`src/rtl/hazard_pkg.sv`:
```
// Shared types for the hazard control unit: FSM states and the pipeline control word.
package hazard_pkg;

  typedef enum logic [1:0] {
    StIdle,
    StLStall,
    StFlush
  } state_e;

  typedef struct packed {
    logic pc_write;
    logic if_id_write;
    logic if_id_flush;
    logic mux_hazard;
  } ctrl_t;

  localparam ctrl_t CTRL_RUN   = '{pc_write: 1'b1, if_id_write: 1'b1,
                                   if_id_flush: 1'b0, mux_hazard: 1'b0};
  localparam ctrl_t CTRL_STALL = '{pc_write: 1'b0, if_id_write: 1'b0,
                                   if_id_flush: 1'b0, mux_hazard: 1'b1};
  localparam ctrl_t CTRL_FLUSH = '{pc_write: 1'b1, if_id_write: 1'b1,
                                   if_id_flush: 1'b1, mux_hazard: 1'b1};

endpackage

```
`src/rtl/sat_counter.sv`:
```
// Saturating up-counter: holds at all-ones instead of wrapping.
module sat_counter #(
  parameter int unsigned CNT_W = 16
) (
  input  logic             clk_i,
  input  logic             rst_ni,
  input  logic             inc_i,
  output logic [CNT_W-1:0] count_o
);

  logic [CNT_W-1:0] cnt_d, cnt_q;

  always_comb begin
    cnt_d = cnt_q;
    if (inc_i && (cnt_q != '1)) cnt_d = cnt_q + 1'b1;
  end

  always_ff @(posedge clk_i or negedge rst_ni) begin
    if (!rst_ni) cnt_q <= '0;
    else         cnt_q <= cnt_d;
  end

  assign count_o = cnt_q;

endmodule

```
`src/rtl/hazard_control_unit.sv`:
```
// Sequential hazard controller: multi-cycle load-use stalls, HI/LO busy interlock,
// multi-slot control-hazard flush and saturating stall/flush counters.
module hazard_control_unit
  import hazard_pkg::*;
#(
  parameter int unsigned REG_W         = 5,
  parameter int unsigned LOAD_LAT      = 1,
  parameter int unsigned MULDIV_CYCLES = 8,
  parameter int unsigned FLUSH_SLOTS   = 1,
  parameter int unsigned CNT_W         = 16
) (
  input  logic             clock,
  input  logic             reset,
  input  logic [REG_W-1:0] rs_if_id,
  input  logic [REG_W-1:0] rt_if_id,
  input  logic             uses_rt_if_id,
  input  logic             reads_hilo_if_id,
  input  logic [REG_W-1:0] rt_id_ex,
  input  logic             mem_read_id_ex,
  input  logic             muldiv_start_id_ex,
  input  logic             branch_taken,
  input  logic             jump,
  output logic             pc_write,
  output logic             if_id_write,
  output logic             if_id_flush,
  output logic             mux_hazard,
  output logic [CNT_W-1:0] stall_cycles,
  output logic [CNT_W-1:0] flush_cycles
);

  localparam int unsigned BusyW = $clog2(MULDIV_CYCLES);
  localparam int unsigned ScntW = $clog2(LOAD_LAT + 1);
  localparam int unsigned FcntW = $clog2(FLUSH_SLOTS + 1);

  state_e           state_d, state_q;
  logic [ScntW-1:0] scnt_d, scnt_q;
  logic [FcntW-1:0] fcnt_d, fcnt_q;
  logic [BusyW-1:0] busy_d, busy_q;
  ctrl_t            ctrl;
  logic             lu, hb;

  assign lu = mem_read_id_ex && (rt_id_ex != '0) &&
              ((rs_if_id == rt_id_ex) || (uses_rt_if_id && (rt_if_id == rt_id_ex)));
  assign hb = (busy_q != '0) && reads_hilo_if_id;

  // Busy counter runs independently of the FSM, including during load-use stalls.
  always_comb begin
    busy_d = busy_q;
    if (muldiv_start_id_ex)  busy_d = BusyW'(MULDIV_CYCLES - 1);
    else if (busy_q != '0)   busy_d = busy_q - 1'b1;
  end

  always_comb begin
    state_d = state_q;
    scnt_d  = scnt_q;
    fcnt_d  = fcnt_q;
    ctrl    = CTRL_RUN;
    unique case (state_q)
      StIdle: begin
        if (lu) begin
          ctrl = CTRL_STALL;
          if (LOAD_LAT > 1) begin
            state_d = StLStall;
            scnt_d  = ScntW'(LOAD_LAT - 1);
          end
        end else if (hb) begin
          ctrl = CTRL_STALL;
        end else if (branch_taken || jump) begin
          ctrl = CTRL_FLUSH;
          if (FLUSH_SLOTS > 1) begin
            state_d = StFlush;
            fcnt_d  = FcntW'(FLUSH_SLOTS - 2);
          end
        end
      end
      // scnt counts remaining stall cycles; the entry cycle in StIdle was the first.
      StLStall: begin
        ctrl   = CTRL_STALL;
        scnt_d = scnt_q - 1'b1;
        if (scnt_q <= ScntW'(1)) state_d = StIdle;
      end
      StFlush: begin
        ctrl = CTRL_FLUSH;
        if (fcnt_q == '0) state_d = StIdle;
        else              fcnt_d  = fcnt_q - 1'b1;
      end
      default: state_d = StIdle;
    endcase
  end

  always_ff @(posedge clock or negedge reset) begin
    if (!reset) begin
      state_q <= StIdle;
      scnt_q  <= '0;
      fcnt_q  <= '0;
      busy_q  <= '0;
    end else begin
      state_q <= state_d;
      scnt_q  <= scnt_d;
      fcnt_q  <= fcnt_d;
      busy_q  <= busy_d;
    end
  end

  assign pc_write    = ctrl.pc_write;
  assign if_id_write = ctrl.if_id_write;
  assign if_id_flush = ctrl.if_id_flush;
  assign mux_hazard  = ctrl.mux_hazard;

  sat_counter #(.CNT_W(CNT_W)) u_stall_cnt (
    .clk_i   (clock),
    .rst_ni  (reset),
    .inc_i   (!ctrl.pc_write),
    .count_o (stall_cycles)
  );

  sat_counter #(.CNT_W(CNT_W)) u_flush_cnt (
    .clk_i   (clock),
    .rst_ni  (reset),
    .inc_i   (ctrl.if_id_flush),
    .count_o (flush_cycles)
  );

endmodule

```
`config.mk`:
```
export PLATFORM = sky130hd
export DESIGN_NAME = hazard_control_unit
export DESIGN_NICKNAME = d
export VERILOG_FILES = /design/src/rtl/hazard_pkg.sv /design/src/rtl/sat_counter.sv /design/src/rtl/hazard_control_unit.sv
export SDC_FILE = /design/constraint.sdc
export NUM_CORES = 1
export LEC_CHECK = 0
export CORE_AREA = 5 5 69 83
export DETAILED_ROUTE_END_ITERATION = 16
export DIE_AREA = 0 0 74 88
export GPL_TIMING_DRIVEN = 0
export PLACE_DENSITY = 0.7
export SLEW_MARGIN = 20
export SYNTH_ARGS = -nofsm -noshare
export SYNTH_HDL_FRONTEND = slang
export SYNTH_SLANG_ARGS = --single-unit
```
`constraint.sdc`:
```
create_clock -name clock -period 2.06 [get_ports clock]
set_input_delay 0.206 -clock clock [delete_from_list [all_inputs] [get_ports clock]]
set_output_delay 0.206 -clock clock [all_outputs]
set_load 0.005 [all_outputs]
```
==> out/metrics.csv, run 1 <==
stage;metric;value;unit
pwr;switchingPower;0.0007210;W
yosys;synth_edf_count;0;
floorplan;num_rows;28;
status;status;completed;
setup_path;start_kind;flop;
placement;dp_hpwl;3.449;mm
clocking;clock_latency;0.29;ns
pwr;vdd_ir_drop_max;0.7538;mV
timing;finalSetupViolCount;0;
floorplan;coreArea;4870;um2
finish;drive_gt1_frac;0.2556;
timing;max_slew_margin;0.7240;
drt;drc_errors;0;
clocking;cts_made_buffers;5;
setup_path;worstSetupPathType;flop to flop;
yosys;seq_area_frac_synth;0.4400;
grt;antenna_found_initial;0;
clocking;cts_tree;done;
timing;drv_slew;0;
floorplan;die_h;88;um
placement;dpl.cell_count;310;
setup_path;crit_arrival;2.21;ns
timing;timing.final.ws_setup;0.06609;ns
grt;grt_use_total;0.1584;
worst_hold_path;hold_class;input pin to asynchronous set/reset pin;
finish;stdcell_count;330;
yosys;postSynthAreaPerCell;10.42;um2
timing;fin_crit_sh;0.9679;
drt;vias;1721;
finish;nFillCells;419;
setup_path;worstPathRequired;2.28;ns
pwr;comb_power_share;0.322;
clocking;clk_path_buf_depth;2;
yosys;syn_nets;218;
pwr;pwr-share-clk;0.223;
finish;area_delta_synth_final;46.32;%
yosys;yosys_warnings;0;
finish;utilization;0.5982;
grt;grt_pass1_wl;8.017;mm
drt;via_per_inst;5.215;
yosys;synth_cell_types;42;
setup_path;rrSetupSlack;0.07;ns
pwr;p_int;0.001562;W
timing;fmax;0.5015;GHz
floorplan;die_x;74;um
drt;ant_nets;0;
clocking;clockRootBuffer;clkbuf_8;
timing;hold_viol;0;
drt;wl_per_cell;14.56;um
floorplan;dieArea;6512;um2
drt;wirelength;4.806;mm
floorplan;initial_core_util;0.4088;
yosys;syn-cell-area;1991;um2
clocking;clock-sinks;35;
grt;overflow;0;
yosys;synth_seq_cells;35;
finish;fin_nets;297;
clocking;clkTransAtPathRegs;0.07;ns
yosys;synthCells;191;
timing;worst_slew_pin_slew;0.4125;ns
drt;drt_pass1_iterations;4;
pwr;total_power;0.002283;W
timing;period_needed;1.994;ns
placement;place_congestion;0.7444;
setup_path;crit_fanout;6;
pwr;cellPowerDensity;783.9;nW/um2
yosys;yosys_most_used_dff;dfrtp_1;
setup_path;r2r-start;u_stall_cnt.count_o[0];
pwr;seqPwrFrac;0.455;
job;maxCapViolCount;0;
grt;grt_pass1_vias;1742;
grt;grt_max_degree;25;
setup_path;r2r_end;u_stall_cnt.count_o[11];
yosys;synthArstFlopShare;1.000;
timing;tns;0;ns
pwr;sw_frac_of_total;0.3158;
drt;drtIter0Drc;58;
floorplan;io_pins;59;
setup_path;end_kind;flop;
timing;fin_worst_skew;0.005642;ns
placement;io_buffers;58;
placement;dp_worst_setup_slack;-0.6501;ns
finish;diodes;0;
clocking;htree_levels;2;
setup_path;reg2regPathDepth;7;
pwr;p_leak;1.255;nW
==> final cells by class <==
cell class,instances,area [um2],area share
Multi-Input combinational cell,143,1120,0.3844
Inverter,10,40.04,0.01375
Clock inverter,1,5.005,0.001718
Sequential cell,35,877.1,0.3011
Buffer,3,33.78,0.01160
Clock buffer,6,82.58,0.02835
Timing Repair Buffer,72,679.4,0.2332
Tap cell,60,75.07,0.02577
==> worst max-delay path: stages (launching register included) <==
cell and delay [ns]:
dfrtp_1 0.42, ha_1 0.24, nand3_1 0.13, nor2_1 0.12, and3_2 0.27, or3_4 0.39
nor3b_2 0.21, xor2_1 0.15
==> synthesized netlist by cell type (2+ instances only) <==
cell	n	area (um2)
a21oi_1	4	20.02
and2_1	2	12.51
and3_1	4	25.02
dfrtp_1	35	875.8
ha_1	4	50.05
inv_1	9	33.78
mux2_2	5	56.30
nand2_1	17	63.81
nand2b_1	3	18.77
nand3_1	11	55.05
nand4_1	4	25.02
nor2_1	14	52.55
nor3_1	8	40.04
nor3_2	3	30.03
nor4_1	5	31.28
nor4b_2	2	30.03
o21ai_4	2	32.53
o31ai_1	3	22.52
or2_2	2	12.51
xnor2_1	5	43.79
xor2_1	28	245.2
==> sequential cells by signal, summed over array words and instances (netlist names) <==
name and flops:
u_flush_cnt.count_o 16, u_stall_cnt.count_o 16, busy_q 3
==> cells in the final DEF, fill, tap and decap left out, types with 3 or more instances in the layout <==
master and instances:
nor3_1 6, dfrtp_1 34, nor4_1 4, nand2_1 16
nor2_2 3, buf_2 3, o31ai_1 3, dlygate4sd2_1 5
nand3_1 10, nand4_1 4, nor3_2 5, mux2_2 5
xor2_1 28, clkdlybuf4s50_1 44, buf_4 12, a21oi_1 4
inv_1 8, xnor2_1 5, nor2_1 11, clkbuf_8 6
==> logic make-up (layout without fill, tap and decap cells) <==
| logic type | count (synthesis) | in the layout | synth area share |
|---|---|---|---|
| XOR/XNOR | 33 | 33 | 0.1452 |
| AND/OR/NAND/NOR | 83 | 83 | 0.2445 |
| buffers and inverters | 13 | 92 | 0.03708 |
| multiplexers | 6 | 6 | 0.03394 |
| flip-flops | 35 | 35 | 0.4400 |
| adder cells (fa/ha/maj) | 4 | 4 | 0.02514 |
| AO/OA/AOI/OAI | 17 | 17 | 0.07417 |
==> metal layers <==
metal,wire length (um),part of all wire,track usage
met5,0,0,0
met4,67,0.014,0.05766
met3,260,0.054,0.04248
met2,2457,0.51,0.2621
met1,2021,0.42,0.1968
==> power by group through the flow <==
stage,clock network (W),registers (W),logic [W]
after floorplan,0,0.00102,0.000282
after global placement,0,0.00104,0.000682
after detailed placement,0,0.00104,0.000695
after CTS,0.000526,0.00104,0.000714
after global routing,0.000544,0.00107,0.000818
final,0.000509,0.00104,0.000736
==> worst max path at each step <==
stage / startpoint / to / slack, ns / cells after the start
after CTS: rt_if_id[4] / pc_write / 0.009 / 9
after global placement: rt_id_ex[3] / pc_write / -0.65 / 9
after global routing: u_flush_cnt.count_o[8] / u_flush_cnt.count_o[1] / -0.009 / 6
after detailed placement: rt_id_ex[1] / pc_write / -0.65 / 8
final: u_stall_cnt.count_o[0] / u_stall_cnt.count_o[11] / 0.07 / 7
after floorplan: busy_q[0] / u_flush_cnt.count_o[10] / 0.15 / 9
==> per-stage QoR <==
step / area [um2] / hold slack, ns
after detailed placement: 2661 / 0.1165
after floorplan: 1991 / -0.08959
after global placement: 2646 / 0.4706
after global routing: 2913 / 0.3662
final: 2913 / 0.3376
after CTS: 2833 / 0.3346
==> repair_timing <==
| action | 4_1_cts | 5_1_grt |
|---|---|---|
| endpoints found under the setup margin | 19 | 14 |
| endpoints found under the hold margin | 11 | 0 |
| pin swaps | 4 | 5 |
| buffers inserted | 9 | 3 |
| gates resized for setup | 26 | 24 |
| hold buffers | 1 | 0 |
| gates cloned | 0 | 0 |
Power figures use the tool's default switching activity.
==> inputs of run 2 (changes only) <==
--- a/config.mk
+++ b/config.mk
@@ -9,6 +9,7 @@
 export DETAILED_ROUTE_END_ITERATION = 16
 export DIE_AREA = 0 0 74 88
 export GPL_TIMING_DRIVEN = 0
+export HOLD_SLACK_MARGIN = 0.12
 export PLACE_DENSITY = 0.7
 export SLEW_MARGIN = 20
 export SYNTH_ARGS = -nofsm -noshare
==> results of run 2 <==
Final layout, timing and power as in run 1 (identical DEF).
==> inputs of run 3 (changes only) <==
--- a/config.mk
+++ b/config.mk
@@ -8,7 +8,6 @@
 export CORE_AREA = 5 5 69 83
 export DETAILED_ROUTE_END_ITERATION = 16
 export DIE_AREA = 0 0 74 88
-export GPL_TIMING_DRIVEN = 0
 export HOLD_SLACK_MARGIN = 0.12
 export PLACE_DENSITY = 0.7
 export SLEW_MARGIN = 20
==> run 3 against run 2 <==
Die area unchanged. Critical path depth is 1 lower. Clock power is 2% lower. Combinational power grew 24%. Sequential cell count is the same. Non-clock buffer count up 23. Utilization rose by 4.3 points. Global-route usage increased by 0.77 points. Hold slack got worse by 0.017 ns. Sequential share of layout area fell by 2.0 points. Via count is 3.3% higher.
==> out/metrics.csv, run 3 (synthesis gave the netlist of run 1 again) <==
stage;metric;value;unit
drt;via_per_inst;5.023;
finish;area_delta_synth_final;56.76;%
grt;grt_pass1_wl;8.411;mm
timing;finalSetupViolCount;0;
floorplan;coreArea;4870;um2
pwr;p_int;0.001626;W
timing;drv_slew;0;
floorplan;dieArea;6512;um2
timing;fin_worst_skew;0.005370;ns
finish;seq_area;875.8;um2
setup_path;worstSetupPathType;flop to flop;
floorplan;num_rows;28;
clocking;cts_made_buffers;5;
setup_path;crit_arrival;2.19;ns
placement;place_congestion;0.7962;
timing;max_slew_margin;0.6999;
setup_path;crit_chain;and4_1, and2_1, and3_4, or3_4, nor4_4, xor2_1;
clocking;clockRootBuffer;clkbuf_8;
setup_path;crit_fanout;5;
timing;fin_hold_ws;0.3205;ns
pwr;cellPowerDensity;765.8;nW/um2
finish;diodes;0;
floorplan;initial_core_util;0.4088;
placement;dp_hpwl;3.763;mm
worst_hold_path;hold_class;input pin to asynchronous set/reset pin;
clocking;clkTransAtPathRegs;0.08;ns
finish;layout_commonest_cell;clkdlybuf4s50_1;
clocking;clk_path_buf_depth;2;
grt;overflow;0;
setup_path;path_buf_inv;0;
pwr;comb_power_share;0.383;
grt;antenna_found_initial;0;
status;status;completed;
timing;fmax;0.5071;GHz
finish;fin_nets;320;
pwr;sw_frac_of_total;0.3197;
timing;worst_slew_pin_slew;0.4502;ns
pwr;seqPwrFrac;0.408;
grt;grt_use_total;0.1661;
pwr;vdd_ir_drop_max;0.8234;mV
grt;grt_max_degree;36;
floorplan;io_pins;59;
drt;ant_nets;0;
drt;drt_pass1_iterations;3;
timing;hold_viol;0;
drt;wirelength;4.997;mm
clocking;clock-sinks;35;
setup_path;cp_top_family;simple AND/OR/NAND/NOR gates;
pwr;total_power;0.002390;W
setup_path;start_kind;flop;
finish;drive_gt1_frac;0.2891;
floorplan;die_x;74;um
finish;nFillCells;408;
drt;vias;1778;
finish;mostFrequentLayoutCells;46 x clkdlybuf4s50_1, 36 x buf_4, 35 x dfrtp_1;
setup_path;end_kind;flop;
timing;period_needed;1.972;ns
pwr;switchingPower;0.0007640;W
finish;multi_input_area;1134;um2
drt;wl_per_cell;14.12;um
clocking;htree_levels;2;
setup_path;critical_path.slowest_cell;or3_4;
clocking;clock_latency;0.29;ns
pwr;pwr-share-clk;0.208;
clocking;cts_hold_buf;0;
timing;fin_crit_sh;0.9572;
drt;drtIter0Drc;63;
pwr;p_leak;1.403;nW
grt;grt_pass1_vias;1896;
placement;io_buffers;58;
setup_path;worstPathRequired;2.28;ns
finish;utilization;0.6408;
floorplan;die_h;88;um
clocking;cts_tree;done;
setup_path;cp_slowest_stage_delay;0.44;ns
job;maxCapViolCount;0;
drt;drc_errors;0;
==> run 3: changes by cell type in the layout (fill, tap and decap cells not counted), sizes merged <==
cell,change
buf,+21
clkbuf,-2
clkdlybuf4s50,+2
clkinvlp,+2
dlygate4sd2,+1
dlygate4sd3,-1
dlymetal6s2s,+1
==> run 3: final timing paths <==
kind,start,to,slack (ns),cells past startpoint
worst max-delay path,u_stall_cnt.count_o[10],u_stall_cnt.count_o[15],0.09,6
worst min-delay path,reset,u_flush_cnt.count_o[3],0.32,2
worst max register to register,u_stall_cnt.count_o[10],u_stall_cnt.count_o[15],0.09,6
worst min register to register,busy_q[2],busy_q[2],0.49,1
max in group asynchronous,reset,u_stall_cnt.count_o[8],1.41,2
min in group clock,busy_q[2],busy_q[2],0.49,1
==> run 3: repair_timing <==
item	in CTS	in global routing
buffers inserted	3	1
setup endpoints to repair	9	19
hold endpoints to repair	0	0
pin swaps	6	12
gates resized for setup	16	26
==> run 3: per-stage QoR <==
stage | TNS, ns | instances | worst slack [ns] | area [um2]
6_report | 0 | 354 | 0.08817 | 3120
4_1_cts | 0 | 353 | 0.01602 | 3025
3_5_place_dp | -7.516 | 342 | -0.3753 | 2895
2_1_floorplan | 0 | 191 | 0.1542 | 1991
5_1_grt | -0.04398 | 354 | -0.02390 | 3120
3_3_place_gp | -6.016 | 342 | -0.3287 | 2895
==> run 3: final cells by class <==
type,instances,area share
tap,60,0.02406
sequential,35,0.2807
clock buffer,5,0.02205
timing repair buffer,98,0.2907
multi-input combinational,143,0.3633
inverter,10,0.01283
clock inverter,3,0.006415
==> run 3: routing by layer <==
layer / up-vias / global-route usage / wire length, um
met5: - / 0 / 0
met4: 0 / 0.05931 / 78
met3: 9 / 0.04707 / 252
met2: 38 / 0.2806 / 2535
met1: 867 / 0.2000 / 2131
li1: 864 / - / -
==> run 3: power by group through the flow <==
stage          clock, W  combinational, W  sequential (W)
4_1_cts        0.000513          0.000905        0.000971
2_1_floorplan         0          0.000282         0.00102
3_3_place_gp          0          0.000877        0.000981
6_report       0.000498          0.000916        0.000975
3_5_place_dp          0          0.000889        0.000981
5_1_grt        0.000540           0.00101        0.000995
